[src/rtl/adc_sar_pkg.sv]
// Shared definitions for the scanning SAR/OSR core: FSM state codes,
// widths of the latched osr/avg fields and clamp helpers.
package adc_sar_pkg;

  localparam int OSR_IN_W = 3;
  localparam int AVG_IN_W = 2;

  typedef logic [2:0] state_t;

  localparam state_t ST_IDLE   = 3'd0;
  localparam state_t ST_SAMPLE = 3'd1;
  localparam state_t ST_BITS   = 3'd2;
  localparam state_t ST_LSB    = 3'd3;
  localparam state_t ST_ACC    = 3'd4;
  localparam state_t ST_NEXT   = 3'd5;

  function automatic logic [OSR_IN_W-1:0] clamp_osr(input logic [OSR_IN_W-1:0] val,
                                                    input int max_val);
    if (int'(val) > max_val) return OSR_IN_W'(max_val);
    return val;
  endfunction

  function automatic logic [AVG_IN_W-1:0] clamp_avg(input logic [AVG_IN_W-1:0] val,
                                                    input int max_val);
    if (int'(val) > max_val) return AVG_IN_W'(max_val);
    return val;
  endfunction

endpackage

[src/rtl/adc_sar_lsb_vote.sv]
// Counts comparator ones over 2^avg_log2 LSB compares; keep_bit includes the
// current cycle's comparator so it is valid together with done.
module adc_sar_lsb_vote #(
  parameter int MAX_AVG_LOG2 = 3
) (
  input  logic       clk,
  input  logic       rst,
  input  logic       clear,
  input  logic       count,
  input  logic       comp,
  input  logic [1:0] avg_log2,
  output logic       done,
  output logic       keep_bit
);

  localparam int CNT_W = MAX_AVG_LOG2 + 1;

  logic [CNT_W-1:0] ones;
  logic [CNT_W-1:0] cycles;
  logic [CNT_W-1:0] target;
  logic [CNT_W-1:0] ones_total;

  assign target     = CNT_W'(1) << avg_log2;
  assign done       = (cycles == (target - CNT_W'(1)));
  assign ones_total = ones + CNT_W'(comp);
  // Tie keeps the bit: 2*ones >= number of compares.
  assign keep_bit   = ({ones_total, 1'b0} >= {1'b0, target});

  always_ff @(posedge clk) begin
    if (rst || clear) begin
      ones   <= '0;
      cycles <= '0;
    end else if (count) begin
      ones   <= ones_total;
      cycles <= cycles + CNT_W'(1);
    end
  end

endmodule

[src/rtl/adc_sar_scan_osr.sv]
// Multi-channel SAR sequencer with voted LSB, oversampling accumulator and a
// one-entry valid/ready result buffer. Define ADC_OSR_ROUND_EN for result_avg_out.
module adc_sar_scan_osr
  import adc_sar_pkg::*;
#(
  parameter int RES_BITS     = 10,
  parameter int MAX_OSR_LOG2 = 4,
  parameter int MAX_AVG_LOG2 = 3,
  parameter int NUM_CH       = 4,
  parameter int CH_W         = $clog2(NUM_CH),
  parameter int ACC_W        = RES_BITS + MAX_OSR_LOG2
) (
  input  logic                clk_dig_in,
  input  logic                rst,
  input  logic                start_in,
  input  logic                continuous_in,
  input  logic [NUM_CH-1:0]   ch_mask_in,
  input  logic [2:0]          osr_log2_in,
  input  logic [1:0]          avg_log2_in,
  input  logic                comparator_in,
  output logic                sample_out,
  output logic [RES_BITS-1:0] dac_code_out,
  output logic [CH_W-1:0]     ch_sel_out,
  output logic                enable_loop_out,
  output logic                busy_out,
  output logic [ACC_W-1:0]    result_out,
  output logic [CH_W-1:0]     result_ch_out,
  output logic                result_valid_out,
  input  logic                result_ready_in,
  output logic                overrun_out
`ifdef ADC_OSR_ROUND_EN
  ,
  output logic [RES_BITS-1:0] result_avg_out
`endif
);

  localparam int BIDX_W = $clog2(RES_BITS);
  localparam int CNT_W  = MAX_OSR_LOG2 + 1;

  state_t                state;
  logic [NUM_CH-1:0]     mask_q;
  logic [OSR_IN_W-1:0]   osr_q;
  logic [AVG_IN_W-1:0]   avg_q;
  logic [CH_W-1:0]       ch_q;
  logic [RES_BITS-1:0]   code_q;
  logic [RES_BITS-1:0]   trial;
  logic [BIDX_W-1:0]     bit_idx;
  logic [ACC_W-1:0]      acc_q;
  logic [ACC_W-1:0]      acc_sum;
  logic [CNT_W-1:0]      conv_cnt;
  logic [CNT_W-1:0]      conv_next;
  logic [CNT_W-1:0]      conv_target;
  logic                  conv_done;
  logic                  push;
  logic                  load;
  logic                  start_ok;
  logic                  vote_done;
  logic                  vote_keep;
  logic [CH_W-1:0]       low_in;
  logic [CH_W-1:0]       low_q;
  logic [CH_W-1:0]       next_ch;
  logic                  next_found;
  logic [ACC_W-1:0]      result_q;
  logic [CH_W-1:0]       result_ch_q;
  logic                  valid_q;
  logic                  overrun_q;

  assign start_ok    = (state == ST_IDLE) && start_in && (|ch_mask_in);
  assign trial       = RES_BITS'(1) << bit_idx;
  assign acc_sum     = acc_q + ACC_W'(code_q);
  assign conv_next   = conv_cnt + CNT_W'(1);
  assign conv_target = CNT_W'(1) << osr_q;
  assign conv_done   = (conv_next >= conv_target);
  assign push        = (state == ST_ACC) && conv_done;
  assign load        = push && (!valid_q || result_ready_in);

  // Descending scan leaves the lowest matching channel in each result.
  always_comb begin
    low_in     = '0;
    low_q      = '0;
    next_ch    = '0;
    next_found = 1'b0;
    for (int i = NUM_CH - 1; i >= 0; i--) begin
      if (ch_mask_in[i]) low_in = CH_W'(i);
      if (mask_q[i]) low_q = CH_W'(i);
      if (mask_q[i] && (i > int'(ch_q))) begin
        next_ch    = CH_W'(i);
        next_found = 1'b1;
      end
    end
  end

  adc_sar_lsb_vote #(
    .MAX_AVG_LOG2(MAX_AVG_LOG2)
  ) u_vote (
    .clk      (clk_dig_in),
    .rst      (rst),
    .clear    (state != ST_LSB),
    .count    (state == ST_LSB),
    .comp     (comparator_in),
    .avg_log2 (avg_q),
    .done     (vote_done),
    .keep_bit (vote_keep)
  );

  always_ff @(posedge clk_dig_in) begin
    if (rst) begin
      state    <= ST_IDLE;
      mask_q   <= '0;
      osr_q    <= '0;
      avg_q    <= '0;
      ch_q     <= '0;
      code_q   <= '0;
      bit_idx  <= '0;
      acc_q    <= '0;
      conv_cnt <= '0;
    end else begin
      case (state)
        ST_IDLE: begin
          if (start_ok) begin
            mask_q   <= ch_mask_in;
            osr_q    <= clamp_osr(osr_log2_in, MAX_OSR_LOG2);
            avg_q    <= clamp_avg(avg_log2_in, MAX_AVG_LOG2);
            ch_q     <= low_in;
            acc_q    <= '0;
            conv_cnt <= '0;
            state    <= ST_SAMPLE;
          end
        end
        ST_SAMPLE: begin
          code_q  <= '0;
          bit_idx <= BIDX_W'(RES_BITS - 1);
          state   <= ST_BITS;
        end
        ST_BITS: begin
          if (comparator_in) code_q <= code_q | trial;
          if (bit_idx == BIDX_W'(1)) state <= ST_LSB;
          else bit_idx <= bit_idx - BIDX_W'(1);
        end
        ST_LSB: begin
          if (vote_done) begin
            code_q[0] <= vote_keep;
            state     <= ST_ACC;
          end
        end
        ST_ACC: begin
          if (conv_done) begin
            acc_q    <= '0;
            conv_cnt <= '0;
            state    <= ST_NEXT;
          end else begin
            acc_q    <= acc_sum;
            conv_cnt <= conv_next;
            state    <= ST_SAMPLE;
          end
        end
        ST_NEXT: begin
          if (next_found) begin
            ch_q  <= next_ch;
            state <= ST_SAMPLE;
          end else if (continuous_in) begin
            ch_q  <= low_q;
            state <= ST_SAMPLE;
          end else begin
            state <= ST_IDLE;
          end
        end
        default: state <= ST_IDLE;
      endcase
    end
  end

  // A push into a held, unaccepted result is dropped and flagged.
  always_ff @(posedge clk_dig_in) begin
    if (rst) begin
      result_q    <= '0;
      result_ch_q <= '0;
      valid_q     <= 1'b0;
      overrun_q   <= 1'b0;
    end else begin
      if (start_ok) overrun_q <= 1'b0;
      if (load) begin
        result_q    <= acc_sum;
        result_ch_q <= ch_q;
        valid_q     <= 1'b1;
      end else if (push) begin
        overrun_q <= 1'b1;
      end else if (valid_q && result_ready_in) begin
        valid_q <= 1'b0;
      end
    end
  end

`ifdef ADC_OSR_ROUND_EN
  logic [ACC_W:0]      rnd_bias;
  logic [ACC_W:0]      rnd_wide;
  logic [RES_BITS-1:0] avg_val;
  logic [RES_BITS-1:0] avg_res_q;

  always_comb begin
    rnd_bias = (osr_q == '0) ? '0 : ((ACC_W + 1)'(1) << (osr_q - OSR_IN_W'(1)));
    rnd_wide = ({1'b0, acc_sum} + rnd_bias) >> osr_q;
    avg_val  = (rnd_wide > (ACC_W + 1)'({RES_BITS{1'b1}})) ? '1 : rnd_wide[RES_BITS-1:0];
  end

  always_ff @(posedge clk_dig_in) begin
    if (rst) avg_res_q <= '0;
    else if (load) avg_res_q <= avg_val;
  end

  assign result_avg_out = avg_res_q;
`endif

  always_comb begin
    dac_code_out = '0;
    if (state == ST_BITS) dac_code_out = code_q | trial;
    else if (state == ST_LSB) dac_code_out = code_q | RES_BITS'(1);
  end

  assign sample_out       = (state == ST_SAMPLE);
  assign ch_sel_out       = ch_q;
  assign busy_out         = (state != ST_IDLE);
  assign enable_loop_out  = busy_out;
  assign result_out       = result_q;
  assign result_ch_out    = result_ch_q;
  assign result_valid_out = valid_q;
  assign overrun_out      = overrun_q;

endmodule

[config.mk]
export PLATFORM = sky130hd
export DESIGN_NAME = adc_sar_scan_osr
export DESIGN_NICKNAME = d
export VERILOG_FILES = /design/src/rtl/adc_sar_pkg.sv /design/src/rtl/adc_sar_lsb_vote.sv /design/src/rtl/adc_sar_scan_osr.sv
export SDC_FILE = /design/constraint.sdc
export NUM_CORES = 1
export LEC_CHECK = 0
export CAP_MARGIN = 30
export CORE_UTILIZATION = 44
export CTS_BUF_LIST = sky130_fd_sc_hd__clkbuf_8
export DETAILED_ROUTE_END_ITERATION = 6
export PLACE_DENSITY = 0.78
export SLEW_MARGIN = 20
export SYNTH_ARGS = -nofsm -noshare
export SYNTH_HDL_FRONTEND = slang
export SYNTH_SLANG_ARGS = --single-unit
[constraint.sdc]
create_clock -name clk_dig_in -period 2.1 [get_ports clk_dig_in]
set_input_delay 0.21 -clock clk_dig_in [delete_from_list [all_inputs] [get_ports clk_dig_in]]
set_output_delay 0.21 -clock clk_dig_in [all_outputs]
set_load 0.1 [all_outputs]
* Word level (Yosys, flattened, before mapping) *
Index checks and enable logic that the tools add are counted.

cells by class
  add/sub/neg operators = 6
  multipliers = 0
  div/mod/pow operators = 0
  magnitude comparators = 6
  eq/ne operators = 15
  shift-type cells = 3
  muxes and demuxes = 51
  bitwise operators = 1
  reduce and logical (&&, ||, !) cells = 27

operators with widths
  kind                                                                 number
  10-bit 2-to-1 mux                                                    3
  14-bit 2-to-1 mux                                                    2
  2-bit 2-to-1 mux                                                     14
  14-bit case mux with 2 select lines                                  1
  3-bit 2-to-1 mux                                                     6
  3-bit case mux with 6 select lines                                   1
  9-bit case mux with 2 select lines                                   1
  1-bit 2-to-1 mux                                                     16
  14-bit by 10-bit adder with 14-bit output                            1
  5-bit 2-to-1 mux                                                     2
  2-bit != test (second input constant)                                5
  10-bit OR                                                            1
  5-bit case mux with 2 select lines                                   1
  2-bit AND reduction                                                  5
  1-bit by 4-bit left shift with 10-bit output (first input constant)  1
  3-bit AND reduction                                                  3
  1-bit logical AND                                                    8
  4-bit case mux with 2 select lines                                   1
  2-bit nonzero test                                                   4
  4-bit by 1-bit subtractor with 4-bit output (second input constant)  2
  3-bit by 2-bit == test with 1-bit output (second input constant)     2
  3-bit == test (second input constant)                                2
  3-bit nonzero test                                                   2
  5-bit by 1-bit adder with 5-bit output (second input constant)       1
  22 further kinds                                                     24

storage, ports and cells
  flip-flop bits (word level) = 73
  latch bits = 0
  bits in writable memories = 0
  ROM bits = 0
  bits of input ports = 15
  memories kept = 0

* Logic depth before layout (Yosys ltp) *
Gate-level depths: netlist of run 1.

  depth after elaboration = 7
  gate-level depth with buffers = 11
  mapped depth without buffers = 9

* Cells and area by module *
From an unflattened synthesis of run 1, not the netlist that was laid out.

second synthesis, totals
  cell total of the unflattened synthesis = 480
  area total of the unflattened synthesis = 4108.9 um^2

by module, submodules not included
  module            times used  cells each  area an instance (um^2)
  adc_sar_scan_osr  1           424         3607.2
  adc_sar_lsb_vote  1           56          501.7

* Worst setup path before layout of run 1 *
No wires, ideal clock.

  path kind = register to output
  start point = register state[1]
  end point = output dac_code_out[4]
  arrival time = 2.326 ns
  data required time = 1.890 ns
  path slack = -0.436 ns
  stages on the path, launching flop included = 6
  path buffers = 1
  cell sequence = dfxtp_1 buf_4 nand2b_1 nor4b_2 a21oi_1 nor2_1

on the way
  cells in the longest elaborated chain, start to end = 3
  elaborated cells between the ends (all ways) = 4
  classes of those cells = eq/ne (2); mux (2)

ends and longest elaborated chain
  element                                   RTL line                 RTL
  from (decl)                               adc_sar_scan_osr.sv:40   state_t state;
  from (signal assigned)                    adc_sar_scan_osr.sv:108  state <= ST_IDLE;
  from (signal assigned)                    adc_sar_scan_osr.sv:127  state <= ST_SAMPLE;
  from (signal assigned)                    adc_sar_scan_osr.sv:133  state <= ST_BITS;
  3-bit by 2-bit == test with 1-bit output  adc_sar_scan_osr.sv:217  else if (state == ST_LSB) dac_code_out = code_q | RES_BITS'(1);
  10-bit 2-to-1 mux                         adc_sar_scan_osr.sv:217
  10-bit 2-to-1 mux *                       adc_sar_scan_osr.sv:216  if (state == ST_BITS) dac_code_out = code_q | trial;
  to (decl)                                 adc_sar_scan_osr.sv:22   output logic [RES_BITS-1:0] dac_code_out,

Every way passes the cells marked *; elsewhere a longest branch is shown, timed or not.

* Worst setup path after layout of run 1 *
  start point = register conv_cnt[0]
  end point = register result_q[8] (netlist: result_out[8])

on the way
  cells in the longest elaborated chain, start to end = 4

ends and longest elaborated chain
  element                                 RTL line                 RTL
  from (decl)                             adc_sar_scan_osr.sv:50   logic [CNT_W-1:0] conv_cnt;
  from (signal assigned)                  adc_sar_scan_osr.sv:153  conv_cnt <= conv_next;
  5-bit by 1-bit adder with 5-bit output  adc_sar_scan_osr.sv:71   assign conv_next = conv_cnt + CNT_W'(1);
  5-bit >= comparator                     adc_sar_scan_osr.sv:73   assign conv_done = (conv_next >= conv_target);
  1-bit logical AND                       adc_sar_scan_osr.sv:74   assign push = (state == ST_ACC) && conv_done;
  1-bit logical AND                       adc_sar_scan_osr.sv:75   assign load = push && (!valid_q || result_ready_in);
  to (signal assigned)                    adc_sar_scan_osr.sv:183  result_q <= acc_sum;
  to (decl)                               adc_sar_scan_osr.sv:63   logic [ACC_W-1:0] result_q;

Every way passes these cells.
A chain may end at the register's enable or synchronous reset.

==> results of run 1 <==
## cells by family (layout without fill, tap and decap cells)
group           count (synthesis)  in the layout  synth area share
mux                             3              3          0.008029
xor+xnor                       20             20           0.04324
fa+ha+maj                      28             28           0.08833
flops                          73             73            0.3607
simple gates                  186            186            0.2276
compound gates                132            133            0.2224
buf+inv                        38            133           0.04972
## critical path, cell delays in order (launching register included)
cell and delay (ps):
dfxtp_4 360, ha_4 180, xor2_2 150, ha_1 320
a21o_1 190, a31oi_4 240, o22a_4 230, nor2b_4 70
buf_12 130, buf_16 130, a211oi_1 210
## repair_timing
| action | CTS | global route |
|---|---|---|
| resized for setup | 51 | 65 |
| pin swaps | 27 | 34 |
| cloned | 2 | 0 |
| setup endpoints to repair | 40 | 48 |
| setup buffers | 14 | 8 |
## stage by stage
| step | instance area [sq um] | utilization | TNS, ps |
|---|---|---|---|
| after floorplan | 4113 | - | -35.54 |
| after global placement | 4956 | 0.5628 | -2414 |
| after detailed placement | 4956 | 0.5628 | -4394 |
| after CTS | 5532 | 0.6282 | -1091 |
| after global routing | 5893 | 0.6692 | -5473 |
| final | 5893 | 0.6692 | -3255 |
## how the worst max path moves through the flow
| stage | start | endpoint | slack [ps] | cells after the start |
|---|---|---|---|---|
| 3_5_place_dp | comparator_in | code_q[0] | -300 | 9 |
| 5_1_grt | conv_cnt[0] | result_out[8] | -250 | 10 |
| 2_1_floorplan | conv_cnt[0] | acc_q[0] | -6 | 10 |
| 3_3_place_gp | comparator_in | code_q[0] | -260 | 9 |
| 6_report | conv_cnt[0] | result_out[8] | -190 | 10 |
| 4_1_cts | code_q[0] | acc_q[12] | -140 | 9 |
## where the power goes
part / total [mW] / internal [mW] / switching [mW] / leakage (nW)
Sequential: 1.56 / 1.45 / 0.107 / 0.597
Combinational: 1.34 / 0.494 / 0.847 / 1.55
Clock: 1.18 / 0.620 / 0.565 / 0.102
## flip-flops by register name, summed over array words and instances, names as in the netlist
register,cells
acc_q,14
avg_q,2
bit_idx,4
ch_sel_out,2
code_q,10
conv_cnt,5
mask_q,4
osr_q,3
overrun_out,1
result_ch_out,2
result_out,14
result_valid_out,1
state,3
u_vote.cycles,4
u_vote.ones,4
## layer usage
metal,GRT usage,up-vias
met5,0,-
met4,0.05828,0
met3,0.05082,30
met2,0.4144,114
met1,0.2676,1921
li1,-,1897
## cells in the final DEF (no fill, tap or decap), drive strengths merged, types with 14 or more instances in the layout
| cell type | instances |
|---|---|
| buf | 89 |
| dfxtp | 73 |
| nor2 | 58 |
| nand2 | 51 |
| a21oi | 46 |
| ha | 27 |
| a22oi | 19 |
| inv | 15 |
| nand3 | 15 |
| a211oi | 14 |
## area by class of cell
| cell class | instances | area, sq um |
|---|---|---|
| repair buffers | 102 | 1059 |
| clock buffers | 11 | 151.4 |
| fillers | 642 | 2913 |
| well taps | 108 | 135.1 |
| clock inverters | 5 | 62.56 |
| flip-flops and latches | 73 | 1489 |
| multi-input cells | 370 | 2937 |
| inverters | 15 | 60.06 |
==> impl_metrics.tcl, run 1 <==
set metrics [dict create \
    wl_met2_mm 6.143 \
    setup_violations 36 \
    ys_ff_latch 73 \
    drive_above_1_share 0.3819 \
    nNetsFinal 614 \
    yosysTopAreaCell "dfxtp_1" \
    slew_headroom 0.5339 \
    max-cap-violations 0 \
    finalCritPeriodShare 1.089 \
    crit_arrival_ps 2570 \
    r2r_cells 10 \
    hold_viol 0 \
    min_from "rst" \
    drtAntennaViolNets 0 \
    synthesis.nets 523 \
    grt_setup_unrepaired "yes" \
    cellPowerDensity_nw_per_um2 693.0 \
    crit_type "reg -> reg" \
    synth_top_area_frac 0.3607 \
    async_flop_share 0 \
    die_x_um 97.96 \
    wl_met3_um 531 \
    post-place-ws_ps -302.2 \
    grt_pass1_wl_mm 17.71 \
    h-tree-depth 3 \
    r2r_start "conv_cnt[0]" \
    drtIter0Drc 198 \
    finClkSkew_ps 8.953 \
    gp_congestion 0.8644 \
    vias 3962 \
    clkLatencyLatePin_ps 360 \
    post-synth-top-count-cell "dfxtp_1" \
    synth-edff-count 0 \
    antenna_cells 0 \
    fmax_mhz 437.4 \
    routed_wirelength_mm 11.84 \
    grt-ovfl-total 0 \
    vias_per_cell 5.792 \
    finalHoldWorstSlack_ps 226.8 \
    timing.rr.end "result_out[8]" \
    period_needed_ps 2286 \
    dpl.hpwl_mm 7.138 \
    track_usage 0.2273 \
    clkTransAtPathRegs_ps 80 \
    clockBufferDepth 2 \
    status "finished, violations left" \
    path_max_fanout 8 \
    synthTopCellsByArea "dfxtp_1 (36%), ha_1 (8.3%), a21oi_1 (5.3%)" \
    drv_slew 0 \
    irDropWorstVdd_mv 0.7788 \
    grt_pass1_vias 3809 \
    port_buffers 47 \
    cts-hold-fix-buffers 0 \
    cp.required_ps 2380 \
    cp-start-kind "flop" \
    wl_per_cell_um 17.31 \
    core_sq_um 8806 \
    yosysUniqueCellTypes 64 \
    cts-buffers-inserted 9 \
    netlist_area_sq_um 4051 \
    synth_area_per_cell_sq_um 8.440 \
    finalPower_mw 4.084 \
    cts_tree "done" \
    grt_max_degree 25 \
    syn_to_final_growth_pct 45.46 \
    fin_cells 684 \
    ios 48 \
    die_y_um 97.96 \
    fp.dieArea_sq_um 9595 \
    clock-sinks 73 \
    violations "DRC, setup timing" \
    drt_first_pass_iters 6 \
    yosysWarningCount 0 \
    leakagePower_nw 2.254 \
    route.layer.met1.wl_mm 4.818 \
    worst_slack_ps -186.5 \
    row_count 34 \
    critPathCaptureType "flop" \
    hold_class "in -> reg" \
    worstMarginPinSlew_ps 698.4 \
    clock-root-buffer "clkbuf_8" \
    ys_seq_area_frac 0.3607 \
    whs_endpoint "conv_cnt[3]" \
    start_util 0.4601 \
    min_path_cells 2 \
    netlist_top_cells_count "dfxtp_1 (73), nor2_1 (57), nand2_1 (51)" \
    drc 2 \
    ys.flop_type "dfxtp_1" \
    antenna_found_initial 0 \
    placed_cells 648 \
    top_layer "met4" \
    synthCells 480 \
    rrSetupSlack_ps -190 \
]
Power figures use the tool's default switching activity.
==> run 2, diff against run 1 <==
SETUP_SLACK_MARGIN = 0.1   (was unset)
SLEW_MARGIN = unset   (was 20)
==> impl_metrics.tcl, run 2 (synthesis gave the netlist of run 1 again) <==
set metrics [dict create \
    r2r_cells 7 \
    placed_cells 649 \
    drtIter0Drc 155 \
    fmax_mhz 434.1 \
    path_max_fanout 4 \
    grt_setup_unrepaired "yes" \
    row_count 34 \
    critPathCaptureType "flop" \
    grt-ovfl-total 0 \
    p_seq_frac 0.393 \
    irDropWorstVdd_mv 0.7773 \
    hold_viol 0 \
    crit_buf_inv 0 \
    post-place-ws_ps -438.9 \
    period_needed_ps 2304 \
    drt_first_pass_iters 7 \
    drtAntennaViolNets 0 \
    setup_violations 31 \
    leakagePower_nw 2.245 \
    place_area_sq_um 5030 \
    clkPwrFrac 0.256 \
    antenna_found_initial 0 \
    ios 48 \
    grt_max_degree 41 \
    start_util 0.4601 \
    clkLatencyLatePin_ps 360 \
    finalCritPeriodShare 1.097 \
    mostFrequentLayoutCell "dfxtp_1" \
    final_cell_mix "dfxtp_1 (61), buf_4 (59), nor2_1 (45)" \
    worstMarginPinSlew_ps 605.4 \
    worst_slack_ps -203.5 \
    p_int_mw 2.464 \
    drv_slew 0 \
    path_delay_family "compound AO/OA/AOI/OAI gates" \
    h-tree-depth 3 \
    clock-sinks 73 \
    r2r_start "code_q[2]" \
    core_sq_um 8806 \
    gp_congestion 0.8670 \
    hold_class "in -> reg" \
    endpoint "acc_q[8]" \
    drc 2 \
    fp.dieArea_sq_um 9595 \
    final_util 0.6616 \
    syn_to_final_growth_pct 43.79 \
    cp-start-kind "flop" \
    finClkSkew_ps 11.75 \
    cp.depth 7 \
    cp.required_ps 2350 \
    slew_headroom 0.5960 \
    violations "DRC, setup timing" \
    port_buffers 47 \
    clock-root-buffer "clkbuf_8" \
    grt_pass1_vias 3790 \
    clkTransAtPathRegs_ps 70 \
    cts-buffers-inserted 9 \
    clockBufferDepth 2 \
    status "finished, violations left" \
    die_y_um 97.96 \
    fin_cells 682 \
    crit_type "reg -> reg" \
    finalPower_mw 3.930 \
    cts-hold-fix-buffers 0 \
    routed_wirelength_mm 11.46 \
    grt_pass1_wl_mm 17.93 \
    antenna_cells 0 \
    path_cells "ha_1 > nor2b_2 > o31a_1 > o21ai_0 > a21oi_1 > and3_1 > a311o_1" \
    nNetsFinal 615 \
    die_x_um 97.96 \
    p_sw_mw 1.466 \
    final_cell_area_sq_um 5826 \
    tns_ps -3224 \
    max-cap-violations 0 \
    crit_arrival_ps 2550 \
    drive_above_1_share 0.3850 \
    swShare 0.3730 \
    dpl.hpwl_mm 7.155 \
    pwr-share-comb 0.351 \
    finalHoldWorstSlack_ps 273.0 \
    vias_per_cell 5.701 \
    wl_per_cell_um 16.80 \
    critical_path.max_stage_delay_ps 340 \
    track_usage 0.2318 \
    setup.worst_path.start "code_q[2]" \
    cellPowerDensity_nw_per_um2 674.6 \
    vias 3888 \
    rrSetupSlack_ps -200 \
    slowest_stage "ha_1" \
    cts_tree "done" \
    timing.rr.end "acc_q[8]" \
]
## run 2: changes by cell type in the layout (fill, tap and decap cells not counted), moves of 3 or more
cell / before / now
buf_6: 6 / 14
nor2_2: 12 / 9
nand2_1: 41 / 38
buf_4: 63 / 59
nand2_2: 8 / 12
a21oi_4: 1 / 5
nor2_4: 1 / 4
## run 2: layer usage
layer	vias to the layer above	GRT usage	routed length, um
li1	1902	-	-
met1	1872	0.2923	4978
met2	96	0.3906	5843
met3	18	0.05583	467
met4	0	0.07110	170
met5	-	0	0
## run 2: worst min-delay path by stage
stage                      from                to  slack (ps)  depth (start not counted)
2_1_floorplan    osr_log2_in[2]          osr_q[2]         340                          2
6_report                    rst         code_q[2]         270                          2
5_1_grt                     rst         code_q[6]         270                          2
3_5_place_dp   result_ch_out[1]  result_ch_out[1]         450                          2
4_1_cts                     rst         code_q[6]         260                          2
3_3_place_gp      result_out[0]     result_out[0]         440                          2
## run 2: final cells by class
type                       count  area (sq um)
timing repair buffer         102          1039
clock buffer                  12         165.2
inverter                      15         60.06
tap                          108         135.1
fill                         638          2980
clock inverter                 1         3.754
multi-input combinational    371          2937
sequential                    73          1486
## run 2: power by group through the flow
| stage | clock, mW | combinational (mW) | sequential [mW] |
|---|---|---|---|
| after floorplan | 0 | 0.818 | 1.60 |
| after global routing | 1.06 | 1.47 | 1.56 |
| after detailed placement | 0 | 1.23 | 1.56 |
| after global placement | 0 | 1.21 | 1.56 |
| after CTS | 1.01 | 1.29 | 1.54 |
| final | 1.01 | 1.38 | 1.55 |
## run 2: timing repair
item                                    4_1_cts  5_1_grt
endpoints found under the setup margin       43       49
pin swaps                                    42       18
gates cloned                                  2        0
resized for setup                            60       49
buffers inserted                             11        7
==> run 3, diff against run 2 <==
CELL_PAD_IN_SITES_DETAIL_PLACEMENT = 0   (was unset)
CELL_PAD_IN_SITES_GLOBAL_PLACEMENT = 2   (was unset)
CORE_UTILIZATION = 32   (was 44)
PLACE_DENSITY = 0.89   (was 0.78)
==> impl_metrics.tcl, run 3 (synthesis gave the netlist of run 1 again) <==
set metrics [dict create \
    critPathCaptureType "flop" \
    final_cell_mix "buf_4 (73), dfxtp_1 (58), nor2_1 (44)" \
    drc 0 \
    grt_setup_unrepaired "yes" \
    finalCritPeriodShare 1.082 \
    hold_viol 0 \
    core_sq_um 12160 \
    crit_arrival_ps 2560 \
    port_buffers 47 \
    vias_per_cell 5.123 \
    tns_ps -3471 \
    hold_class "in -> reg" \
    met2_usage 0.3026 \
    gr-max-usage-layer "met2" \
    cts_tree "done" \
    status "finished, violations left" \
    cts-hold-fix-buffers 0 \
    track_usage 0.1833 \
    ios 48 \
    r2r_cells 11 \
    syn_to_final_growth_pct 50.90 \
    final_util 0.5027 \
    setup.worst_path.start "conv_cnt[1]" \
    clock-root-buffer "clkbuf_8" \
    gp_congestion 0.7922 \
    fmax_mhz 440.1 \
    grt-ovfl-total 0 \
    max-cap-violations 0 \
    row_count 40 \
    rrSetupSlack_ps -170 \
    post-place-ws_ps -402.6 \
    fin_cells 763 \
    die_x_um 114.5 \
    endpoint "result_out[10]" \
    nNetsFinal 633 \
    worstMarginPinSlew_ps 644.2 \
    antenna_found_initial 0 \
    mostFrequentLayoutCell "buf_4" \
    clkLatencyLatePin_ps 360 \
    dpl.hpwl_mm 7.624 \
    setup_violations 32 \
    drt_first_pass_iters 6 \
    drtAntennaViolNets 0 \
    finClkSkew_ps 9.600 \
    placed_cells 719 \
    h-tree-depth 3 \
    drv_slew 0 \
    routed_wirelength_mm 11.50 \
    cp.required_ps 2390 \
    irDropWorstVdd_mv 0.7587 \
    timing.rr.end "result_out[10]" \
    cellPowerDensity_nw_per_um2 661.3 \
    period_needed_ps 2272 \
    antenna_cells 0 \
    crit_type "reg -> reg" \
    leakagePower_nw 2.359 \
    wl_per_cell_um 15.07 \
    vias 3909 \
    cts-buffers-inserted 9 \
    drive_above_1_share 0.4185 \
    clkTransAtPathRegs_ps 80 \
    r2r_start "conv_cnt[1]" \
    clockBufferDepth 2 \
    die_y_um 114.5 \
    min_from "rst" \
    grt_use_met3 0.03653 \
    slew_headroom 0.5701 \
    path_max_fanout 4 \
    grt_max_degree 29 \
    cp-start-kind "flop" \
    start_util 0.3331 \
    drtIter0Drc 174 \
    violations "setup timing" \
    worst_slack_ps -172.1 \
    clock-sinks 73 \
    fp.dieArea_sq_um 13110 \
    met1_usage 0.2372 \
    grt_pass1_vias 3852 \
    finalHoldWorstSlack_ps 223.6 \
    grt_pass1_wl_mm 18.82 \
]
## run 3: cell type report
| class | instances | area, sq um |
|---|---|---|
| repair buffers | 120 | 1185 |
| flip-flops and latches | 73 | 1490 |
| inverters | 15 | 60.06 |
| well taps | 168 | 210.2 |
| clock inverters | 6 | 51.30 |
| clock buffers | 10 | 137.6 |
| multi-input cells | 371 | 2979 |
| fillers | 1136 | 6048 |
## run 3: layer usage
layer  vias to the layer above  routed length (um)
li1                       1945                   -
met1                      1880                5465
met2                        63                5488
met3                        21                 301
met4                         0                 240
met5                         -                   0
## run 3: worst max-delay path, cell delays in order (launching register included)
cell and delay [ps]:
dfxtp_4 360, ha_4 170, xor2_1 150, ha_1 310, a21o_1 170, a31oi_4 60, o22a_2 260, buf_6 130
nor2b_4 210, buf_6 140, nand2_4 50, o22ai_2 180
## run 3: how the worst min path moves through the flow
stage / endpoint / slack [ps] / cells past startpoint
global route: conv_cnt[4] / 230 / 2
finish: conv_cnt[4] / 220 / 2
CTS: conv_cnt[4] / 210 / 2
floorplan: osr_q[2] / 340 / 2
detailed placement: result_out[3] / 450 / 2
global placement: result_out[3] / 440 / 2
## run 3: per-stage QoR
stage	power, mW	instance area, sq um
6_report	4.043	6113
5_1_grt	4.255	6113
4_1_cts	4.029	5897
3_5_place_dp	2.816	5167
3_3_place_gp	2.802	5167
2_1_floorplan	2.414	4195
## run 3: what timing repair did
action | 4_1_cts | 5_1_grt
pin swaps | 48 | 26
gates cloned | 2 | 0
endpoints found under the setup margin | 47 | 52
setup buffers | 22 | 4
resized for setup | 81 | 41
## run 3: power breakdown
part	switching, mW	internal (mW)	total [mW]	leakage [nW]
logic	0.874	0.529	1.40	1.65
clock network	0.530	0.565	1.09	0.110
registers	0.0939	1.45	1.55	0.598
